--- src/rtl/fake_fpga_pkg.sv ---
// fake_fpga_pkg
// Shared constants for the fake-FPGA button/LED path and a helper that sizes
// the per-channel debounce counter.
//   NUM_BUTTONS   : width of the button bus driven by the host model
//   NUM_LEDS      : width of the LED bus read back by the host model
//   counter_width : bits needed to hold a debounce count of 0..DEBOUNCE_CYCLES
package fake_fpga_pkg;

  localparam int NUM_BUTTONS = 8;
  localparam int NUM_LEDS    = 8;

  // Counter width for a debounce threshold. Sized for 0..DEBOUNCE_CYCLES so a
  // threshold of 1 still gets a 1-bit counter.
  function automatic int counter_width(input int debounce_cycles);
    return $clog2(debounce_cycles + 1);
  endfunction

endpackage

--- src/rtl/button_debounce_bit.sv ---
// button_debounce_bit
// One button channel: SYNC_STAGES-deep synchronizer, debounce counter, stable
// level flop and registered press/release pulses.
//   clk           : design clock
//   rst_n         : synchronous active-low reset
//   button_in     : raw asynchronous button bit
//   level         : debounced stable level
//   press         : one-cycle pulse on an accepted 0->1 change
//   release_pulse : one-cycle pulse on an accepted 1->0 change
module button_debounce_bit
  import fake_fpga_pkg::*;
#(
  parameter int SYNC_STAGES     = 2,
  parameter int DEBOUNCE_CYCLES = 4
) (
  input  logic clk,
  input  logic rst_n,
  input  logic button_in,
  output logic level,
  output logic press,
  output logic release_pulse
);

  localparam int CW = counter_width(DEBOUNCE_CYCLES);
  localparam logic [CW-1:0] LAST = CW'(DEBOUNCE_CYCLES - 1);
  localparam logic [CW-1:0] ONE  = CW'(1);

  logic [SYNC_STAGES-1:0] sync;
  logic [CW-1:0]          cnt;
  logic                   sample;

  assign sample = sync[SYNC_STAGES-1];

  // Input synchronizer: stage 0 captures the raw bit, the last stage is the sample.
  always_ff @(posedge clk) begin
    if (!rst_n) begin
      sync <= '0;
    end else begin
      sync[0] <= button_in;
      for (int i = 1; i < SYNC_STAGES; i++) begin
        sync[i] <= sync[i-1];
      end
    end
  end

  // Debounce: count consecutive samples that differ from the stable level and
  // commit on the DEBOUNCE_CYCLES-th one. Any agreeing sample restarts the count.
  always_ff @(posedge clk) begin
    if (!rst_n) begin
      cnt           <= '0;
      level         <= 1'b0;
      press         <= 1'b0;
      release_pulse <= 1'b0;
    end else begin
      press         <= 1'b0;
      release_pulse <= 1'b0;
      if (sample == level) begin
        cnt <= '0;
      end else if (cnt == LAST) begin
        cnt           <= '0;
        level         <= sample;
        press         <= sample;
        release_pulse <= ~sample;
      end else begin
        cnt <= cnt + ONE;
      end
    end
  end

endmodule

--- src/rtl/button_conditioner.sv ---
// button_conditioner
// Receive-side conditioner for the host-driven button bus. Each bit is
// synchronized and debounced independently; the top collects the per-bit
// stable levels and pulses.
//   clk           : design clock
//   rst_n         : synchronous active-low reset
//   buttons_in    : raw asynchronous buttons [WIDTH]
//   buttons_out   : debounced stable levels [WIDTH]
//   press         : one-cycle pulses on accepted 0->1 changes [WIDTH]
//   release_pulse : one-cycle pulses on accepted 1->0 changes [WIDTH]
//                   ("release" itself is a reserved SystemVerilog keyword)
//   any_change    : OR of press and release_pulse, same cycle
module button_conditioner
  import fake_fpga_pkg::*;
#(
  parameter int WIDTH           = NUM_BUTTONS,
  parameter int SYNC_STAGES     = 2,
  parameter int DEBOUNCE_CYCLES = 4
) (
  input  logic             clk,
  input  logic             rst_n,
  input  logic [WIDTH-1:0] buttons_in,
  output logic [WIDTH-1:0] buttons_out,
  output logic [WIDTH-1:0] press,
  output logic [WIDTH-1:0] release_pulse,
  output logic             any_change
);

  for (genvar i = 0; i < WIDTH; i++) begin : g_bit
    button_debounce_bit #(
      .SYNC_STAGES     (SYNC_STAGES),
      .DEBOUNCE_CYCLES (DEBOUNCE_CYCLES)
    ) u_bit (
      .clk           (clk),
      .rst_n         (rst_n),
      .button_in     (buttons_in[i]),
      .level         (buttons_out[i]),
      .press         (press[i]),
      .release_pulse (release_pulse[i])
    );
  end

  // Pulses are already registered, so this OR lines up with them cycle-for-cycle.
  assign any_change = |(press | release_pulse);

endmodule
--- config.mk ---
export PLATFORM = sky130hd
export DESIGN_NAME = button_conditioner
export DESIGN_NICKNAME = d
export VERILOG_FILES = /design/src/rtl/fake_fpga_pkg.sv /design/src/rtl/button_debounce_bit.sv /design/src/rtl/button_conditioner.sv
export SDC_FILE = /design/constraint.sdc
export NUM_CORES = 1
export LEC_CHECK = 0
export CAP_MARGIN = 25
export CORE_UTILIZATION = 30
export CTS_CLUSTER_SIZE = 25
export DETAILED_ROUTE_END_ITERATION = 10
export PLACE_DENSITY_LB_ADDON = 0.3
export SLEW_MARGIN = 10
export SYNTH_ARGS = -nofsm -noshare
export SYNTH_HDL_FRONTEND = slang
export SYNTH_SLANG_ARGS = --single-unit
export TNS_END_PERCENT = 10
--- constraint.sdc ---
create_clock -name clk -period 1.3 [get_ports clk]
set_clock_uncertainty 0.1 [all_clocks]
set_input_delay 0.26 -clock clk [delete_from_list [all_inputs] [get_ports clk]]
set_output_delay 0.26 -clock clk [all_outputs]
set_load 0.005 [all_outputs]
# --- Word-level counts from Yosys, hierarchy flattened ---
# Index checks and enable logic that the tools add are counted.
totals:
  register_bits: 64
  latch_bits: 0
  ramBits: 0
  mem_bits_ro: 0
  inputBits: 10
  out_inout_bits: 25
  word_cells: 115
  n_memories: 0
op_classes:
  n_addsub: 8
  n_mul: 0
  n_div: 0
  order_cmp: 0
  n_eq_ne: 16
  shifts: 0
  n_mux: 0
  bitwise_logic: 26
  n_reduce_logical: 25
op_table:
  columns: ["op", "count"]
  rows:
  - ["$reduce_or 3->1", 16]
  - ["$not 1->1", 25]
  - ["$add 3x1->3 const B", 8]
  - ["$eq 3x2->1 const B", 8]
  - ["$reduce_and 2->1", 8]
  - ["$eq 1x1->1", 8]
  - ["$or 8x8->8", 1]
  - ["$reduce_or 8->1", 1]

# --- Depth between registers and ports, before layout ---
logic_depth:
  ltp_word: 3
  depth_mapped: 4
  depth_no_buf: 4

# --- Modules after synthesis ---
# Synthesis repeated with hierarchy kept, for this count alone.
hier_totals:
  hier_cells: 181
  area_unflattened_um2: 2233.4
modules_own_cells:
  columns: ["mod", "instances", "cells_per_inst", "area_per_inst_um2", "seq_area_each_um2"]
  rows:
  - ["button_debounce_bit", 8, 22, 275.3, 160.2]
  - ["button_conditioner", 1, 5, 31.3, 0.0]

# --- Least setup slack after synthesis ---
# No wires, ideal clock.
synth_path:
  path_kind: "register -> register"
  start: "register g_bit[3].u_bit.cnt[0]"
  end: "register g_bit[3].u_bit.cnt[1]"
  setup_time_ns: 0.080
  t_arrival_ns: 1.127
  t_required_ns: 1.120
  setup_slack_ns: -0.007
  path_stages_with_launch: 5
  path_buffers: 0
  period_less_slack_ns: 1.307
  cell_sequence: "dfxtp_1 > ha_1 > ha_1 > or2b_1 > nor3b_1"
synth_between:
  elab_chain_len: 2
  word_cells_on_any_way: 3
  classes_between: "add/sub (1); eq/ne (1); reduce/logical (1)"
synth_lines:
  columns: ["item", "line_no", "rtl"]
  rows:
  - ["start: declaration", "button_debounce_bit.sv:29", "logic [CW-1:0] cnt;"]
  - ["start signal: assignment", "button_debounce_bit.sv:65", "cnt <= cnt + ONE;"]
  - ["parallel branches: the longest is 2 deep, another holds $add 3x1->3", null, null]
# Parallel ways; which one is timed is not known.
# A chain may end at the register's enable or synchronous reset.

# --- Final worst setup path ---
layout_path:
  start: "register g_bit[0].u_bit.release_pulse"
  end: "output any_change"
layout_between:
  elab_chain_len: 2
layout_lines:
  columns: ["item", "line_no", "rtl"]
  rows:
  - ["start: declaration", "button_debounce_bit.sv:21", "output logic release_pulse"]
  - ["start signal: assignment", "button_debounce_bit.sv:63", "release_pulse <= ~sample;"]
  - ["$or 8x8->8", "button_conditioner.sv:44", "assign any_change = |(press | release_pulse);"]
  - ["$reduce_or 8->1", "button_conditioner.sv:44", null]
  - ["end: declaration", "button_conditioner.sv:26", "output logic any_change"]
# Every way passes these cells.

==> flow_metrics.py <==
metrics = {
    "timing": {
        "drv_slew": 0,
        "tightest_slew_ps": 362.3,
        "maxSlewHeadroom_pct": 75.67,
        "finalWorstSetupSlack_ps": -331.2,
        "finalSetupViolations": 5,
        "fmax_mhz": 613.1,
        "hold_viol": 0,
        "period_needed_ps": 1631,
        "min_period_over_period_pct": 125.5,
        "rsz0062_at_grt": "true",
    },
    "cts": {
        "cts_buffers": 9,
        "clk_pin_slew_worst_paths_ps": 60,
        "clkSinkCount": 64,
        "htreeDepth": 3,
        "clkLatencyLatePin_ps": 330,
        "ctsLongestPathBuffers": 2,
        "cts_tree": "done",
        "cts-hold-fix-buffers": 0,
        "cts_root_buffer": "clkbuf_8",
    },
    "floorplan": {
        "die-width_um": 93.49,
        "num_rows": 33,
        "die_h_um": 93.49,
        "coreArea_sq_um": 8175,
        "start_util_pct": 30.72,
        "die_area_sq_um": 8740,
        "io_pins": 35,
    },
    "routing": {
        "drtIter0Drc": 23,
        "wire_per_inst_um": 10.33,
        "routed_wl_mm": 3.914,
        "ant_nets": 0,
        "firstDrtPassIters": 4,
        "via_per_inst": 4.000,
        "drc": 0,
        "via_count": 1516,
    },
    "global_route": {
        "grt-ovfl-total": 0,
        "grt_antenna_before_repair": 0,
        "grt_pass1_vias": 1399,
        "track_usage_pct": 9.650,
        "grt_pass1_wl_mm": 6.203,
        "grt_max_degree": 19,
    },
    "yosys": {
        "synth_compound_area_share_pct": 0,
        "ys_seq_area_share_pct": 51.02,
        "synth_nets": 243,
        "syn_avg_cell_area_sq_um": 11.57,
        "synth.distinct_cells": 21,
        "synthCells": 217,
        "synth_xor_area_share_pct": 2.790,
        "synthMuxAreaShare_pct": 3.189,
        "synthAdderAreaFrac_pct": 7.972,
        "async_flop_share_pct": 0,
        "ys_seq_elements": 64,
        "yosys.area_share.simple_pct": 25.11,
        "synth_top_family_by_area": "simple AND/OR/NAND/NOR gates",
        "yosysWarningCount": 0,
        "netlist_area_sq_um": 2511,
        "synth_edf_count": 0,
        "synth_ff_type": "dfxtp_1",
    },
    "layout": {
        "multi_input_area_sq_um": 1072,
        "n_fill_cell": 799,
        "layout_common_cells": "buf_4, dfxtp_1, dfxtp_2, nor3b_2, and2_1",
        "drive_above_1_share_pct": 44.16,
        "stdcell_area_sq_um": 3294,
        "final_nets": 297,
        "seq_area_sq_um": 1306,
        "area_delta_synth_final_pct": 31.19,
        "final_common_cell": "buf_4",
        "n_antenna_cell": 0,
    },
    "setup_path": {
        "slowest_stage": "dfxtp_2",
        "cp_cell_sequence": "nor4_2 -> buf_4 -> nand4_1 -> buf_2",
        "critPathCaptureType": "primary output",
        "cp_max_fo": 2,
        "cpLargestDelayFamily": "simple AND/OR/NAND/NOR gates",
        "cp.required_ps": 940,
        "cp-start-kind": "register",
        "crit_type": "register to primary output",
        "cp_slowest_stage_delay_ps": 320,
        "cp_num_buf_inv": 2,
        "arrival_ps": 1270,
    },
    "pwr": {
        "power_uw": 3632,
        "peakVddDrop_uv": 472.7,
        "p_leak_uw": 0.001349,
        "powerDensity_nw_per_um2": 1102,
    },
    "run": {
        "maxCapViolations": 0,
    },
    "place": {
        "dp_hpwl_mm": 2.921,
        "routabilityCongestion": 0.6941,
        "place_ws_ps": -337.4,
        "io_buffers": 34,
        "dpl_cell_area_sq_um": 3057,
    },
    "status": {
        "outcome": "complete, but fails checks",
        "violations": "negative setup slack",
    },
    "min_path": {
        "min_path_type": "register to register",
    },
}
[synthesized netlist by cell type, types with 7 or more instances]
cell	count	area, sq um
xnor2_1	8	70.07
inv_1	8	30.03
nor3_1	16	80.08
dfxtp_1	64	1281
nor2b_1	7	43.79
ha_1	16	200.2
mux2i_1	8	80.08
and2_1	16	100.1
nor3b_2	12	150.1
buf_4	24	180.2
nor3b_1	12	90.09
[logic make-up after synthesis]
family,count (synthesis)
multiplexers,8
buffers and inverters,36
adder cells (fa/ha/maj),16
flip-flops,64
XOR/XNOR,8
AND/OR/NAND/NOR,85
[layout make-up]
type	instances	area share [%]
Sequential cell	64	39.65
Multi-Input combinational cell	117	32.55
Clock buffer	14	5.241
Tap cell	105	3.988
Inverter	8	0.9115
Timing Repair Buffer	71	17.66
[stage by stage]
step	hold WS, ps	util (%)	cells	TNS, ps
after floorplan	287.3	-	217	-6.730
after global placement	313.5	37.39	365	-7414
after detailed placement	323.0	37.39	365	-8099
after CTS	336.2	39.42	379	-1141
after global routing	329.5	40.30	379	-1197
final	305.2	40.30	379	-662.7
[metal layers]
metal	up-vias	wire length, um	GRT usage (%)
li1	806	-	-
met1	675	1874	12.33
met2	27	1736	13.42
met3	8	195	3.252
met4	0	108	6.923
met5	-	0	0
[state kept, by name (all words and copies together) (netlist names)]
| register | cells |
|---|---|
| g_bit.u_bit.sync | 16 |
| g_bit.u_bit.cnt | 24 |
| g_bit.u_bit.release_pulse | 8 |
| g_bit.u_bit.level | 8 |
| g_bit.u_bit.press | 8 |
[worst register-to-register path: stages, from the launching register on]
cell	delay (ps)
dfxtp_2	320
ha_1	200
ha_2	190
or2b_1	260
nor3_1	180
[where the power goes]
part           leakage, uW  internal (uW)  total (uW)  switching, uW
logic             0.000731           78.0         137           58.8
clock network    0.0000886            829        1480            655
registers         0.000530           1990        2010           18.5
[repair_timing]
action / 4_1_cts / 5_1_grt
gates resized for setup: 53 / 22
setup endpoints to repair: 32 / 34
buffers inserted: 1 / 0
endpoints found under the hold margin: 0 / 0
pin swaps: 1 / 4
[final timing paths]
| path | startpoint | to | slack (ps) | cells past startpoint |
|---|---|---|---|---|
| max | g_bit[0].u_bit.release_pulse$_SDFF_PP0_ | any_change | -330 | 4 |
| min | g_bit[5].u_bit.cnt[0]$_SDFF_PP0_ | g_bit[5].u_bit.cnt[0]$_SDFF_PP0_ | 310 | 1 |
| max reg2reg | g_bit[3].u_bit.cnt[0]$_SDFF_PP0_ | g_bit[3].u_bit.cnt[0]$_SDFF_PP0_ | -20 | 4 |
| min reg2reg | g_bit[5].u_bit.cnt[0]$_SDFF_PP0_ | g_bit[5].u_bit.cnt[0]$_SDFF_PP0_ | 310 | 1 |
Power figures use the tool's default switching activity.
